## src/rtl/mult_arbiter.sv

```systemverilog
// Two-requester round-robin front end for a single shared multiplier.
// One multiply is in flight at a time; a hung multiplier is timed out and flagged in err.
module mult_arbiter #(
   parameter int unsigned FRACW   = 16,
   parameter int unsigned TIMEOUT = 64,
   localparam int unsigned WIDTH  = FRACW + 1,
   localparam int unsigned OUTW   = 2 * WIDTH
) (
   input  logic             clock,
   input  logic             reset,
   input  logic             req0Valid,
   input  logic             req1Valid,
   output logic             req0Ready,
   output logic             req1Ready,
   input  logic [WIDTH-1:0] req0A,
   input  logic [WIDTH-1:0] req0B,
   input  logic [WIDTH-1:0] req1A,
   input  logic [WIDTH-1:0] req1B,
   output logic             resp0Valid,
   output logic             resp1Valid,
   input  logic             resp0Ready,
   input  logic             resp1Ready,
   output logic [OUTW-1:0]  resp0Prod,
   output logic [OUTW-1:0]  resp1Prod,
   output logic [WIDTH-1:0] mulIn1,
   output logic [WIDTH-1:0] mulIn2,
   output logic             start,
   input  logic             done,
   input  logic [OUTW-1:0]  mulOut,
   output logic             busy,
   output logic             err
);

   localparam int unsigned CW = $clog2(TIMEOUT + 1);

   localparam logic [1:0] S_IDLE  = 2'd0;
   localparam logic [1:0] S_ISSUE = 2'd1;
   localparam logic [1:0] S_WAIT  = 2'd2;
   localparam logic [1:0] S_RESP  = 2'd3;

   logic [1:0]       r_state;
   logic             r_ptr;
   logic             r_owner;
   logic             r_err;
   logic [WIDTH-1:0] r_a;
   logic [WIDTH-1:0] r_b;
   logic [OUTW-1:0]  r_prod;
   logic [CW-1:0]    r_cnt;

   logic w_idle;
   logic w_grant0;
   logic w_grant1;
   logic w_resp_hs;

   // Readies are masked during reset so nothing is accepted and then silently dropped.
   assign w_idle    = (r_state == S_IDLE) && !reset;
   assign w_grant0  = w_idle && req0Valid && (!req1Valid || !r_ptr);
   assign w_grant1  = w_idle && req1Valid && (!req0Valid || r_ptr);
   assign w_resp_hs = (r_state == S_RESP) && (r_owner ? resp1Ready : resp0Ready);

   assign req0Ready  = w_grant0;
   assign req1Ready  = w_grant1;
   assign resp0Valid = (r_state == S_RESP) && !r_owner;
   assign resp1Valid = (r_state == S_RESP) && r_owner;
   assign resp0Prod  = r_prod;
   assign resp1Prod  = r_prod;
   assign mulIn1     = r_a;
   assign mulIn2     = r_b;
   assign start      = (r_state == S_ISSUE);
   assign busy       = (r_state != S_IDLE);
   assign err        = r_err;

   always_ff @(posedge clock) begin
      if (reset) begin
         r_state <= S_IDLE;
         r_ptr   <= 1'b0;
         r_owner <= 1'b0;
         r_err   <= 1'b0;
         r_a     <= '0;
         r_b     <= '0;
         r_prod  <= '0;
         r_cnt   <= '0;
      end else begin
         case (r_state)
            S_IDLE: begin
               if (w_grant0 || w_grant1) begin
                  r_a     <= w_grant1 ? req1A : req0A;
                  r_b     <= w_grant1 ? req1B : req0B;
                  r_owner <= w_grant1;
                  r_state <= S_ISSUE;
               end
            end
            S_ISSUE: r_state <= S_WAIT;
            S_WAIT: begin
               r_cnt <= r_cnt + 1'b1;
               // done wins over a timeout landing in the same cycle
               if (done) begin
                  r_prod  <= mulOut;
                  r_state <= S_RESP;
               end else if (r_cnt == CW'(TIMEOUT - 1)) begin
                  r_err   <= 1'b1;
                  r_prod  <= '0;
                  r_state <= S_RESP;
               end
            end
            S_RESP: begin
               if (w_resp_hs) begin
                  r_ptr   <= ~r_owner;
                  r_cnt   <= '0;
                  r_state <= S_IDLE;
               end
            end
            default: r_state <= S_IDLE;
         endcase
      end
   end

endmodule

```

## config.mk

```make
export PLATFORM = sky130hd
export DESIGN_NAME = mult_arbiter
export DESIGN_NICKNAME = d
export VERILOG_FILES = /design/src/rtl/mult_arbiter.sv
export SDC_FILE = /design/constraint.sdc
export NUM_CORES = 1
export LEC_CHECK = 0
export ABC_AREA = 1
export ABC_CLOCK_PERIOD_IN_PS = 2100
export CAP_MARGIN = 15
export CORE_MARGIN = 4
export CORE_UTILIZATION = 39
export CTS_CLUSTER_SIZE = 24
export DETAILED_ROUTE_END_ITERATION = 6
export PLACE_DENSITY_LB_ADDON = 0.05
export SKIP_CTS_REPAIR_TIMING = 1
export SYNTH_ARGS = -nofsm -noshare
export SYNTH_HDL_FRONTEND = slang
export SYNTH_SLANG_ARGS = --single-unit
```

## constraint.sdc

```tcl
create_clock -name clock -period 2.1 [get_ports clock]
set_clock_uncertainty 0.2 [all_clocks]
set_input_delay 0.21 -clock clock [delete_from_list [all_inputs] [get_ports clock]]
set_output_delay 0.21 -clock clock [all_outputs]
set_load 0.05 [all_outputs]
```

-- Yosys cells after proc, flatten, opt, wreduce, memory -nomap -nowiden
Index checks and enable logic that the tools add are counted.
- bits in registers: 80
- input bits: 109
- output and inout port bits: 109
- logic and storage cells: 56
- add/sub/neg operators: 1
- equality and inequality tests: 7
- muxes and demuxes: 12
- bitwise operators: 2
- reductions and logical operators: 26
- operator list (kind ; count):
    two-way mux 34 bit ; 2
    two-way mux 17 bit ; 2
    one-hot mux 7 bit (2 select lines) ; 1
    logical AND 1 bit ; 8
    two-way mux 2 bit ; 4
    one-hot mux 2 bit (4 select lines) ; 1
    AND reduction 2 bit ; 4
    adder 7 x 1 -> 7 bit (second input constant) ; 1
    == test 7 x 6 -> 1 bit (second input constant) ; 1
    two-way mux 7 bit ; 1
    AND reduction 3 bit ; 2
    nonzero test 2 bit ; 3
    logical NOT 1 bit ; 5
    == test 2 bit (second input constant) ; 2
    logical OR 1 bit ; 3
    inequality test 3 bit (second input constant) ; 1
    == test 2 x 1 -> 1 bit (second input constant) ; 1
    logical NOT 2 bit ; 1
    inequality test 2 x 1 -> 1 bit (second input constant) ; 1
    inequality test 2 bit (second input constant) ; 1
    NOT 1 bit ; 2
    two-way mux 1 bit ; 1

-- Depth between registers and ports, before layout
Gate-level depths: netlist (run 1).
- depth in word-level cells: 7
- depth in mapped cells: 11
- gate-level depth less buffers: 10

-- Least setup slack after synthesis (run 1)
Ideal clock, no wire load.
- kind: reg2out
- start: register r_state[0]
- end: output req0Ready
- arrival time: 1.525 ns
- data required time: 1.690 ns
- path slack: 0.165 ns
- stages on the path, launching flop included: 5
- path buffers: 0
- cells stage by stage: dfxtp_1 inv_1 ha_1 nand3_2 a21oi_1
- word-level cells in the longest chain between the ends: 4
- RTL lines (item ; line ; text):
    start: declaration ; 41 ; logic [1:0] r_state;
    start signal: assignment ; 75 ; r_state <= S_IDLE;
    start signal: assignment ; 90 ; r_state <= S_ISSUE;
    start signal: assignment ; 93 ; S_ISSUE: r_state <= S_WAIT;
    logical NOT 2 bit ; 56 ; assign w_idle = (r_state == S_IDLE) && !reset;
    logical AND 1 bit ; 56 ;
    logical AND 1 bit (2 in series) ; 57 ; assign w_grant0 = w_idle && req0Valid && (!req1Valid || !r_ptr);
    end: declaration ; 13 ; output logic req0Ready,
Every way passes these cells.

-- Final worst setup path (run 1)
- start: register r_state[0]
- end: output req1Ready
- word-level cells in the longest chain between the ends: 4
- RTL lines (item ; line ; text):
    logical NOT 2 bit ; 56 ;
    logical AND 1 bit ; 56 ;
    logical AND 1 bit (2 in series) ; 58 ; assign w_grant1 = w_idle && req1Valid && (!req0Valid || r_ptr);
    end: declaration ; 14 ; output logic req1Ready,
Every way passes these cells.

==> results_dict.tcl, run 1 <==
set metrics [dict create \
    die-area_mm2 0.0116 \
    run_status "completed" \
    tightest_slew_ns 0.547 \
    synth.most_common_cell "nand2_1" \
    powerDensity_mw_per_mm2 1060 \
    io_buffer_count 217 \
    ys_top_cells_by_count "161 x nand2_1, 80 x dfxtp_1, 76 x nand3_1" \
    areaGrowthSynthToFinish_pct 60.3 \
    yosysWarnings 0 \
    cts.sinks 80 \
    final_layout_size_suffix_gt1_share_pct 6.83 \
    syn_area_per_cell_um2 7.08 \
    yosysUniqueCellTypes 26 \
    grt_overflow 0 \
    firstDrtPassIters 4 \
    synth_edf_count 0 \
    ant_nets 0 \
    syn-num-nets 662 \
    avgRoutedWirePerCell_um 13.2 \
    cts-root-buf "clkbuf_8" \
    antennaDiodeCount 0 \
    layoutNonFillerInstCount 865 \
    postLayoutCoreUtil_pct 63.8 \
    critical_path_required_ns 1.69 \
    leakage_nw 2.62 \
    end_kind "primary output" \
    cp_num_buf_inv 5 \
    design_area_mm2 0.00621 \
    tns_ns 0 \
    cp_cell_sequence "inv_2 -> ha_4 -> inv_2 -> nor2_2 -> nand3_2 -> clkinv_2 -> buf_12 -> buf_12" \
    coreArea_mm2 0.00973 \
    avgViaCountPerCell 4.62 \
    syn-instance-count 547 \
    clk-insertion-delay-late_ns 0.34 \
    final_max_slew_viol_count 0 \
    dieWidth_um 108 \
    arrival_ns 1.56 \
    fillers 855 \
    cp-start-kind "register" \
    yosys-top-cells-area "dfxtp_1 41%, nand2_1 16%, nand3_1 9.8%" \
    cts.path.max_buffers 2 \
    cpPeakStageDelay_ns 0.37 \
    dp_cells 846 \
    whs_ns 0.201 \
    timing.fmax_ghz 0.508 \
    routed_wl_um 11400 \
    drc 0 \
    synth_flop_cell "dfxtp_1" \
    dp_hpwl_um 8510 \
    cts_buffers 9 \
    pre_cts_slack_ns 0.212 \
    crit_type "register to primary output" \
    maxSlewHeadroom_pct 63.4 \
    yosysTopAreaCellShare_pct 41.4 \
    die_h_um 108 \
    drt_iter0_markers 177 \
    grt_pass1_wl_um 17900 \
    synth-seq-cells 80 \
    row_count 36 \
    start_util_pct 39.8 \
    synthArstFlopShare_pct 0 \
    yosysTopAreaCell "dfxtp_1" \
    worst-path-max-fanout 6 \
    drv_cap 0 \
    setup_violations 0 \
    finalPower_mw 6.60 \
    critPathSlowestCell "dfxtp_2" \
    place.gp.congestion 0.778 \
    clk_pin_slew_ns 0.10 \
    io-pin-count 218 \
    cts_tree "done" \
    ir_drop_mv 0.521 \
    dr_total_vias 3996 \
    min_period_ns 1.97 \
    ys_seq_area_share_pct 41.4 \
    grt_max_degree 42 \
    synth_area_mm2 0.00387 \
    grt_use_total_pct 19.2 \
    cts_max_level 3 \
    setup_ws_ns 0.130 \
    rsz0062_at_grt "no" \
    critPathTopFamily "buffers and inverters" \
    placed_cell_area_mm2 0.00596 \
    grt_pass1_vias 3769 \
    min_period_over_period_pct 93.8 \
    antenna_found_initial 0 \
    nets 842 \
    final-hold-violation-count 0 \
    hold_path.class "input port to register" \
]
## cells in the final DEF (no fill, tap or decap), drive strengths merged
| master | count |
|---|---|
| clkinv | 4 |
| nand4 | 3 |
| o31ai | 1 |
| clkbuf | 11 |
| clkinvlp | 2 |
| a22oi | 1 |
| a21oi | 42 |
| inv | 53 |
| o21ai | 4 |
| dfxtp | 80 |
| nor2 | 17 |
| clkdlybuf4s50 | 211 |
| buf | 19 |
| or2 | 35 |
| nand3 | 78 |
| o21a | 1 |
| ha | 6 |
| o211ai | 1 |
| nand2 | 163 |
## worst register-to-register path, cell delays in order, from the launching register on
cell      delay [ns]
dfxtp_2         0.37
inv_2           0.07
ha_4            0.17
inv_2           0.09
nor2_2          0.04
nand3_2         0.08
clkinv_2        0.10
buf_12          0.15
buf_4           0.18
nand2_1         0.07
nand3_1         0.07
nand3_1         0.07
inv_1           0.04
## cells by family (layout without fill, tap and decap cells)
family	after synthesis	count (layout)	share of synthesized area [%]
buffers and inverters	115	300	15.9
flip-flops	80	80	41.4
adder cells (fa/ha/maj)	6	6	1.94
AO/OA/AOI/OAI	50	50	6.72
AND/OR/NAND/NOR	296	296	34.1
## final cells by class
class	count	area [um2]	area share [%]
tap	133	166	2.68
clock buffer	10	138	2.22
multi-input combinational	352	1670	26.9
sequential	80	1600	25.8
clock inverter	6	50.0	0.806
timing repair buffer	231	2380	38.3
inverter	53	200	3.23
## state kept, by name (all words and copies together), names as in the netlist
signal and flops:
resp0Prod 34, mulIn1 17, mulIn2 17, r_cnt 7
r_state 2, err 1, r_owner 1, r_ptr 1
## power by group
group	internal, mW	total, mW	switching (mW)
clock network	0.474	1.08	0.601
registers	1.80	1.97	0.171
logic	1.36	3.56	2.20
total	3.63	6.60	2.97
## path summary, 6_finish.rpt
path	start	endpoint	slack, ns	cells after the start
setup / recovery	r_state[0]	req1Ready	0.13	8
hold reg to reg	err	err	0.28	1
hold / removal	mulOut[12]	resp0Prod[12]	0.20	3
setup reg to reg	r_state[0]	mulIn2[11]	0.29	12
## layer usage
metal  share of wire, %  up-vias  track usage [%]
met5                  0        -                0
met2                 47      152             33.1
met3                9.5       14             5.76
li1                   -     2039                -
met4                1.5        0             6.58
met1                 42     1791             22.6
Note: power is estimated with default switching activity, not from simulation.
==> run 2: changes to the inputs <==
--- a/config.mk
+++ b/config.mk
@@ -17,3 +17,4 @@
 export SYNTH_ARGS = -nofsm -noshare
 export SYNTH_HDL_FRONTEND = slang
 export SYNTH_SLANG_ARGS = --single-unit
+export TNS_END_PERCENT = 20
==> results of run 2 <==
The final DEF is identical to that of run 1; final timing and power are the same.
==> run 3: changes to the inputs <==
--- a/config.mk
+++ b/config.mk
@@ -12,8 +12,11 @@
 export CORE_UTILIZATION = 39
 export CTS_CLUSTER_SIZE = 24
 export DETAILED_ROUTE_END_ITERATION = 6
+export GPL_TIMING_DRIVEN = 0
 export PLACE_DENSITY_LB_ADDON = 0.05
+export RECOVER_POWER = 100
 export SKIP_CTS_REPAIR_TIMING = 1
+export SLEW_MARGIN = 40
 export SYNTH_ARGS = -nofsm -noshare
 export SYNTH_HDL_FRONTEND = slang
 export SYNTH_SLANG_ARGS = --single-unit
==> run 3 against run 2 <==
The flow now finishes with violations (setup timing). Sequential cell count is the same. Non-clock buffer count up 47. Count of clock-buffer cells in the layout increased by 1. Combinational power down 2%. Critical path type unchanged.
==> results_dict.tcl, run 3 (same netlist as run 1, synthesis figures left out) <==
set metrics [dict create \
    cts.path.max_buffers 2 \
    timing.fmax_ghz 0.440 \
    ant_nets 0 \
    pre_cts_slack_ns -0.533 \
    avgViaCountPerCell 4.50 \
    rsz0062_at_grt "yes" \
    antenna_found_initial 0 \
    run_status "finished, violations left" \
    powerDensity_mw_per_mm2 1070 \
    finalPower_mw 6.84 \
    routed_wl_um 12100 \
    grt_pass1_wl_um 19000 \
    row_count 36 \
    areaGrowthSynthToFinish_pct 64.6 \
    leakage_nw 2.84 \
    clk-insertion-delay-late_ns 0.35 \
    antennaDiodeCount 0 \
    cts_max_level 3 \
    whs_ns 0.208 \
    firstDrtPassIters 5 \
    cts_tree "done" \
    postLayoutCoreUtil_pct 65.5 \
    io-pin-count 218 \
    grt_max_degree 14 \
    grt_overflow 0 \
    grt_pass1_vias 3948 \
    tns_ns -0.171 \
    violations "setup timing" \
    setup_violations 1 \
    final_common_cell "clkdlybuf4s50_1" \
    maxSlewHeadroom_pct 58.5 \
    layout_common_cells "189 x clkdlybuf4s50_1, 163 x nand2_1, 80 x dfxtp_1" \
    tightest_slew_ns 0.626 \
    end_kind "primary output" \
    cts.sinks 80 \
    nets 889 \
    grt_use_total_pct 20.6 \
    dieWidth_um 108 \
    largest_reg_flops 34 \
    die_h_um 108 \
    final_layout_size_suffix_gt1_share_pct 9.76 \
    cts-root-buf "clkbuf_8" \
    start_util_pct 39.8 \
    worst-path-max-fanout 10 \
    critical_path_required_ns 1.69 \
    io_buffer_count 216 \
    place.gp.congestion 0.749 \
    crit_type "register to primary output" \
    setup_ws_ns -0.171 \
    cp-start-kind "register" \
    clk_pin_slew_ns 0.09 \
    dr_total_vias 4100 \
    drc 0 \
    coreArea_mm2 0.00973 \
    min_period_over_period_pct 108 \
    arrival_ns 1.86 \
    hold_path.class "input port to register" \
    avgRoutedWirePerCell_um 13.3 \
    drv_cap 0 \
    ir_drop_mv 0.631 \
    min_period_ns 2.27 \
    final_max_slew_viol_count 0 \
    dp_hpwl_um 9780 \
    drt_iter0_markers 140 \
    die-area_mm2 0.0116 \
    cts_buffers 9 \
    final-hold-violation-count 0 \
]
[run 3: stage by stage]
step           instance area (um2)  std cells
3_5_place_dp                  6200        896
5_1_grt                       6370        912
6_report                      6370        912
4_1_cts                       6450        912
2_1_floorplan                 3870        547
3_3_place_gp                  6200        896
[run 3: routing by layer]
metal | share of wire [%] | global-route usage (%) | up-vias
met1 | 40 | 23.0 | 1803
met5 | 0 | 0 | -
met3 | 8.8 | 5.58 | 14
met4 | 1.5 | 7.57 | 0
met2 | 50 | 37.1 | 152
li1 | - | - | 2131
[run 3: final timing paths]
path	from	endpoint	slack, ns	depth (start not counted)
setup / recovery	r_state[1]	req1Ready	-0.17	8
hold / removal	mulOut[33]	resp0Prod[33]	0.21	3
setup reg to reg	r_state[1]	mulIn2[14]	0.06	9
hold reg to reg	resp0Prod[1]	resp0Prod[1]	0.28	2
[run 3: cell type report]
type	count	area (um2)
fill	895	3350
clock buffer	11	141
multi-input combinational	352	1660
sequential	80	1600
inverter	53	204
buffer	62	408
timing repair buffer	216	2090
tap	133	166
clock inverter	5	104
[run 3: worst max-delay path, stage by stage, from the launching register on]
cell and delay (ns):
dfxtp_1 0.34, inv_1 0.11, ha_2 0.23, inv_2 0.05, nor2_2 0.12, nand3_4 0.16, inv_6 0.14, buf_6 0.15
buf_4 0.20
[run 3: report_power, final]
part	internal (mW)	switching (mW)
Combinational	1.26	2.24
Clock	0.823	0.564
Sequential	1.79	0.167
Total	3.87	2.97
